$ cat src/rtl/uart_rx_clk_div_pkg.sv
// +--------------------------------------------------------------------+
// | uart_rx_clk_pkg : shared types/constants for the UART RX divider   |
// | Rev 1.0                                                            |
// +--------------------------------------------------------------------+
`default_nettype none

package uart_rx_clk_pkg;

  localparam int unsigned RATIO_WIDTH_DEF  = 8;
  localparam int unsigned RATIO_BYPASS_MAX = 1;
  localparam int unsigned RATIO_MIN_DIV    = 2;

  typedef enum logic {
    BYPASS = 1'b0,
    DIVIDE = 1'b1
  } clk_div_state_e;

endpackage

`default_nettype wire

$ cat src/rtl/uart_rx_clk_div_clk_mux.sv
// +--------------------------------------------------------------------+
// | clk_mux_2to1 : isolated clock select, mapped to a clock-mux cell   |
// | Rev 1.0                                                            |
// +--------------------------------------------------------------------+
`default_nettype none

module clk_mux_2to1 (
  input  logic i_clk0,
  input  logic i_clk1,
  input  logic i_sel,
  output logic o_clk
);

  assign o_clk = i_sel ? i_clk1 : i_clk0;

endmodule

`default_nettype wire

$ cat src/rtl/uart_rx_clk_div.sv
// +--------------------------------------------------------------------+
// | uart_rx_clk_div : integer divider producing the UART RX clock      |
// | Rev 1.0                                                            |
// +--------------------------------------------------------------------+
`default_nettype none

module uart_rx_clk_div
  import uart_rx_clk_pkg::*;
#(
  parameter int unsigned RATIO_WIDTH = RATIO_WIDTH_DEF
) (
  input  logic                   i_ref_clk,
  input  logic                   i_rst,
  input  logic                   i_clk_en,
  input  logic [RATIO_WIDTH-1:0] i_div_ratio,
  output logic                   o_div_clk,
  output logic                   o_div_tick
);

  localparam logic [RATIO_WIDTH-1:0] c_ONE       = RATIO_WIDTH'(1);
  localparam logic [RATIO_WIDTH-1:0] c_RATIO_MIN = RATIO_WIDTH'(RATIO_MIN_DIV);

  clk_div_state_e         state_q, state_d;
  logic [RATIO_WIDTH-1:0] cnt_q, cnt_d;
  logic [RATIO_WIDTH-1:0] n_lat_q, n_lat_d;
  logic                   div_q, div_d;

  logic [RATIO_WIDTH-1:0] w_cnt_next;
  logic                   w_ratio_ok;
  logic                   w_in_div;
  logic                   w_ref_gated;

  assign w_ratio_ok = (i_div_ratio >= c_RATIO_MIN);

  always_ff @(posedge i_ref_clk or posedge i_rst) begin
    if (i_rst) begin
      state_q <= BYPASS;
      cnt_q   <= '0;
      n_lat_q <= '0;
      div_q   <= 1'b0;
    end else begin
      state_q <= state_d;
      cnt_q   <= cnt_d;
      n_lat_q <= n_lat_d;
      div_q   <= div_d;
    end
  end

  always_comb begin
    state_d    = state_q;
    cnt_d      = cnt_q;
    n_lat_d    = n_lat_q;
    div_d      = div_q;
    w_cnt_next = (cnt_q == n_lat_q - c_ONE) ? '0 : cnt_q + c_ONE;
    case (state_q)
      BYPASS: begin
        if (i_clk_en && w_ratio_ok) begin
          state_d = DIVIDE;
          n_lat_d = i_div_ratio;
          cnt_d   = '0;
          div_d   = 1'b1;
        end
      end
      DIVIDE: begin
        // Enable drop leaves at once; ratio changes only land on a period boundary.
        if (!i_clk_en) begin
          state_d = BYPASS;
          cnt_d   = '0;
          div_d   = 1'b0;
        end else begin
          cnt_d = w_cnt_next;
          div_d = (w_cnt_next < (n_lat_q >> 1));
          if (w_cnt_next == '0) begin
            if (w_ratio_ok) begin
              n_lat_d = i_div_ratio;
            end else begin
              state_d = BYPASS;
              cnt_d   = '0;
              div_d   = 1'b0;
            end
          end
        end
      end
    endcase
  end

  assign w_in_div    = (state_q == DIVIDE);
  // Reset forces the bypassed clock low as well as the divided one.
  assign w_ref_gated = i_ref_clk & ~i_rst;

  clk_mux_2to1 u_clk_mux (
    .i_clk0 (w_ref_gated),
    .i_clk1 (div_q),
    .i_sel  (w_in_div),
    .o_clk  (o_div_clk)
  );

  assign o_div_tick = w_in_div ? (cnt_q == '0) : (i_clk_en & ~i_rst);

endmodule

`default_nettype wire

$ cat config.mk
export PLATFORM = sky130hd
export DESIGN_NAME = uart_rx_clk_div
export DESIGN_NICKNAME = d
export VERILOG_FILES = /design/src/rtl/uart_rx_clk_div_pkg.sv /design/src/rtl/uart_rx_clk_div_clk_mux.sv /design/src/rtl/uart_rx_clk_div.sv
export SDC_FILE = /design/constraint.sdc
export NUM_CORES = 1
export LEC_CHECK = 0
export ABC_CLOCK_PERIOD_IN_PS = 5900
export CAP_MARGIN = 25
export CORE_MARGIN = 1.5
export CORE_UTILIZATION = 25
export CTS_CLUSTER_SIZE = 10
export DETAILED_ROUTE_END_ITERATION = 8
export GPL_TIMING_DRIVEN = 0
export PLACE_DENSITY_LB_ADDON = 0.2
export SLEW_MARGIN = 20
export SYNTH_ARGS = -nofsm -noshare
export SYNTH_HDL_FRONTEND = slang
export SYNTH_SLANG_ARGS = --single-unit
$ cat constraint.sdc
create_clock -name i_ref_clk -period 5.9 [get_ports i_ref_clk]
set_clock_uncertainty 0.05 [all_clocks]
set_input_delay 0.885 -clock i_ref_clk [delete_from_list [all_inputs] [get_ports i_ref_clk]]
set_output_delay 0.885 -clock i_ref_clk [all_outputs]
set_load 0.03 [all_outputs]
After elaboration in Yosys (flattened, before gate mapping):

Index checks and enable logic that the tools add are counted.

* flip-flop bits (word level): 18
* bits in latches: 0
* RAM bits: 0
* memory bits (read-only): 0
* output and inout port bits: 2
* memories: 0

* $add $sub $neg: 2
* $mul: 0
* divide/modulo/power cells: 0
* $lt $le $gt $ge: 2
* equal/unequal tests: 5
* shifts and indexed selects: 0
* muxes and demuxes: 23
* bitwise operators: 4
* reduce and logical (&&, ||, !) cells: 4

Operators by type and width (count)
* 8-bit 2-to-1 mux: 9
* 8-bit one-hot mux with 2 select lines: 2
* 8-bit logical NOT: 2
* 1-bit 2-to-1 mux: 10
* 8-bit by 1-bit adder with 8-bit output, second input constant: 1
* 8-bit equality test: 1
* 8-bit by 2-bit >= comparator with 1-bit output, second input constant: 1
* 8-bit by 7-bit less-than comparator with 1-bit output: 1
* 8-bit by 1-bit subtractor with 8-bit output, second input constant: 1
* 2-bit by 1-bit inequality test with 1-bit output, second input constant: 2
* 2-bit inequality test, second input constant: 2
* 1-bit one-hot mux with 2 select lines: 2
* 4-bit AND reduction: 1
* 1-bit AND: 2
* 1-bit NOT: 2
* 1-bit logical AND: 1

Longest topological paths before layout:

Gate-level depths: netlist (run 1).

* depth in word-level cells: 8
* gate-level depth with buffers: 14
* mapped depth without buffers: 13

Cells and area by module:

Synthesis (run 1) repeated with hierarchy kept, for this count alone.

* cells, all modules: 167
* area total of the unflattened synthesis: 1466.4 um^2

Modules (own cells, without submodules)
* uart_rx_clk_div: times used 1, cells an instance 166, area an instance 1451.4 um^2, seq. area each 450.4 um^2
* clk_mux_2to1: times used 1, cells an instance 1, area an instance 15.0 um^2, seq. area each 0.0 um^2

==> flow_metrics.tcl, run 1 <==
set metrics [dict create \
    run_status "finished, final reports clean" \
    io_buffers 11 \
    worstMarginPinSlew_ns 0.8759 \
    vdd_ir_drop_max_v 0.0001117 \
    syn_area_per_cell_um2 8.729 \
    max_slew_margin_pct 40.09 \
    reg2regPathDepth 14 \
    vias_per_cell 4.985 \
    total_power_uw 443.8 \
    initial_core_util_pct 25.66 \
    cts_resized 0 \
    final.setup.tns_ns 0 \
    cp.arrival_ns 3.89 \
    required_ns 4.97 \
    nets 211 \
    syn2layout_area_growth_pct 20.00 \
    diodes 0 \
    rsz0062_at_grt "false" \
    hp-class "flop to flop" \
    synth_ff_type "dfrtp_1" \
    r2r_slack_ns 2.12 \
    hpwl_um 2967 \
    grt_pass1_wl_um 6506 \
    num_rows 28 \
    cts-hold-fix-buffers 0 \
    gp_congestion 0.7900 \
    yosysWarnings 0 \
    crit_fanout 2 \
    netlist_top_cells_count "18 x dfrtp_1, 14 x inv_1, 13 x nand2_1" \
    synthMostInstantiatedCell "dfrtp_1" \
    p_leak_nw 0.7348 \
    layout-drive-gt1-share_pct 14.21 \
    grt_pass1_vias 1274 \
    grt_start_max_net_pins 19 \
    seq_area_frac_synth_pct 30.00 \
    antenna_found_initial 0 \
    grt_util_all_layers_pct 13.69 \
    clk_latency_ns 0.37 \
    mappedNetlistNets 192 \
    die_height_um 80.50 \
    cellPowerDensity_nw_per_um2 246.3 \
    hold_viol 0 \
    cts_tree "done" \
    finalSetupViolations 0 \
    overflow 0 \
    routed_wl_um 3858 \
    synth_cell_type_count 46 \
    first_pass_iters 4 \
    critPathCaptureType "primary output" \
    start_kind "clock port" \
    postSynthCellCount 172 \
    yosysTopAreaCell "dfrtp_1" \
    drc_errors 0 \
    path_clk_slew_ns 0.07 \
    io-pin-count 13 \
    async_reset_ff_share_pct 100.0 \
    drtIter0Drc 30 \
    synth_edf_count 0 \
    criticalPathCategory "clock port to primary output" \
    antenna_left 0 \
    core_area_um2 5851 \
    fp.dieW_um 80.50 \
    max_cap_violations 0 \
    ys_top_cells_by_area "dfrtp_1 30%, ha_1 7.5%, xnor2_1 4.7%" \
    vias 1321 \
    syn_area_um2 1501 \
    drt-wirelength-per-cell_um 14.56 \
    synth_top_area_share_pct 30.00 \
    drv_slew 0 \
    cts_setup_buffers 0 \
    whs_path_depth 2 \
    synth-seq-cells 18 \
    dieArea_um2 6479 \
]
[cell type report]
cell class / count / area, µm²
Fill cell: 614 / 4049
Tap cell: 75 / 93.84
Multi-Input combinational cell: 131 / 950.9
Clock buffer: 8 / 106.4
Buffer: 9 / 47.55
Timing Repair Buffer: 10 / 100.1
Inverter: 14 / 52.55
Sequential cell: 18 / 450.4
[routing by layer]
layer	track usage, %	routed length (µm)	vias up
met2	21.09	1767	14
met4	4.828	46	0
met3	3.182	66	7
met5	0	0	-
li1	-	-	665
met1	18.54	1977	635
[stage by stage]
| stage | hold slack (ns) | cell area [µm²] | cells | util, % | setup WS [ns] |
|---|---|---|---|---|---|
| global route | 0.5409 | 1802 | 265 | 30.80 | 1.048 |
| detailed placement | 0.4978 | 1705 | 258 | 29.15 | 1.331 |
| CTS | 0.5158 | 1802 | 265 | 30.80 | 1.061 |
| global placement | 0.4971 | 1705 | 258 | 29.15 | 1.331 |
| finish | 0.5043 | 1802 | 265 | 30.80 | 1.072 |
| floorplan | 0.4579 | 1501 | 172 | - | 1.676 |
[final timing paths]
check                             end       start
setup / recovery            o_div_clk   i_ref_clk
hold / removal                  div_q       div_q
setup reg to reg                div_q  n_lat_q[0]
hold reg to reg                 div_q       div_q
max in group asynchronous  n_lat_q[3]       i_rst
min in group asynchronous    cnt_q[6]       i_rst
[registers in the layout, indices dropped and copies added (netlist names)]
register / flops
state_q: 1
n_lat_q: 8
div_q: 1
cnt_q: 8
[report_power, final]
| group | internal (mW) | total (mW) | switching [mW] |
|---|---|---|---|
| clock network | 0.107 | 0.171 | 0.0641 |
| logic | 0.0558 | 0.118 | 0.0624 |
| registers | 0.136 | 0.154 | 0.0189 |
| total | 0.298 | 0.444 | 0.145 |
[worst max-delay path: stages]
cell and delay, ns:
clkbuf_8 0.11, clkbuf_8 0.12, nand2b_1 0.05, o21ai_0 0.07, clkdlybuf4s50_1 0.59
[cell families after synthesis]
family | share of synthesized area (%)
DFF | 30.00
xor gates and xnor gates | 7.000
and+or+nand+nor | 21.75
adders and majority gates | 7.500
AOI/OAI and AO/OA | 24.83
buffers and inverters | 6.666
muxes | 2.250
[placed cells by master, fill, tap and decap left out, types with 2 or more instances in the layout]
master	n
a2111oi_0	2
a211oi_1	5
a21boi_0	2
a21o_1	2
a21oi_1	3
a311oi_1	2
a31o_2	2
a32o_1	5
and2_1	4
and3_1	2
buf_2	5
clkbuf_1	3
clkbuf_8	7
clkdlybuf4s50_1	11
dfrtp_1	18
ha_1	9
inv_1	14
mux2_2	3
nand2_1	13
nand2b_1	6
nand3_1	7
nand4_1	2
nor2_1	10
nor3_1	5
nor3b_1	2
nor4_1	2
o21ai_0	10
or2_2	3
or3_1	2
xnor2_1	8
xor2_1	4
No activity file was read; power rests on OpenSTA's default activity.
==> run 2: changes to the inputs <==
--- a/config.mk
+++ b/config.mk
@@ -5,7 +5,7 @@
 export SDC_FILE = /design/constraint.sdc
 export NUM_CORES = 1
 export LEC_CHECK = 0
-export ABC_CLOCK_PERIOD_IN_PS = 5900
+export ABC_CLOCK_PERIOD_IN_PS = 5000
 export CAP_MARGIN = 25
 export CORE_MARGIN = 1.5
 export CORE_UTILIZATION = 25
==> constraint.sdc (replaced) <==
create_clock -name i_ref_clk -period 5 [get_ports i_ref_clk]
set_clock_uncertainty 0.05 [all_clocks]
set_input_delay 0.75 -clock i_ref_clk [delete_from_list [all_inputs] [get_ports i_ref_clk]]
set_output_delay 0.75 -clock i_ref_clk [all_outputs]
set_load 0.03 [all_outputs]
==> results of run 2 <==
Same layout as run 1 (identical final DEF). Status: finished, final reports clean.
Among the figures that moved: setup slack after placement 1.331 ns -> 1.016 ns; setup slack after layout 1.072 ns -> 0.7568 ns; register-to-register setup slack 2.12 ns -> 1.22 ns; total power 0.4438 mW -> 0.5236 mW; worst IR drop on VDD 0.0001117 V -> 0.0001319 V
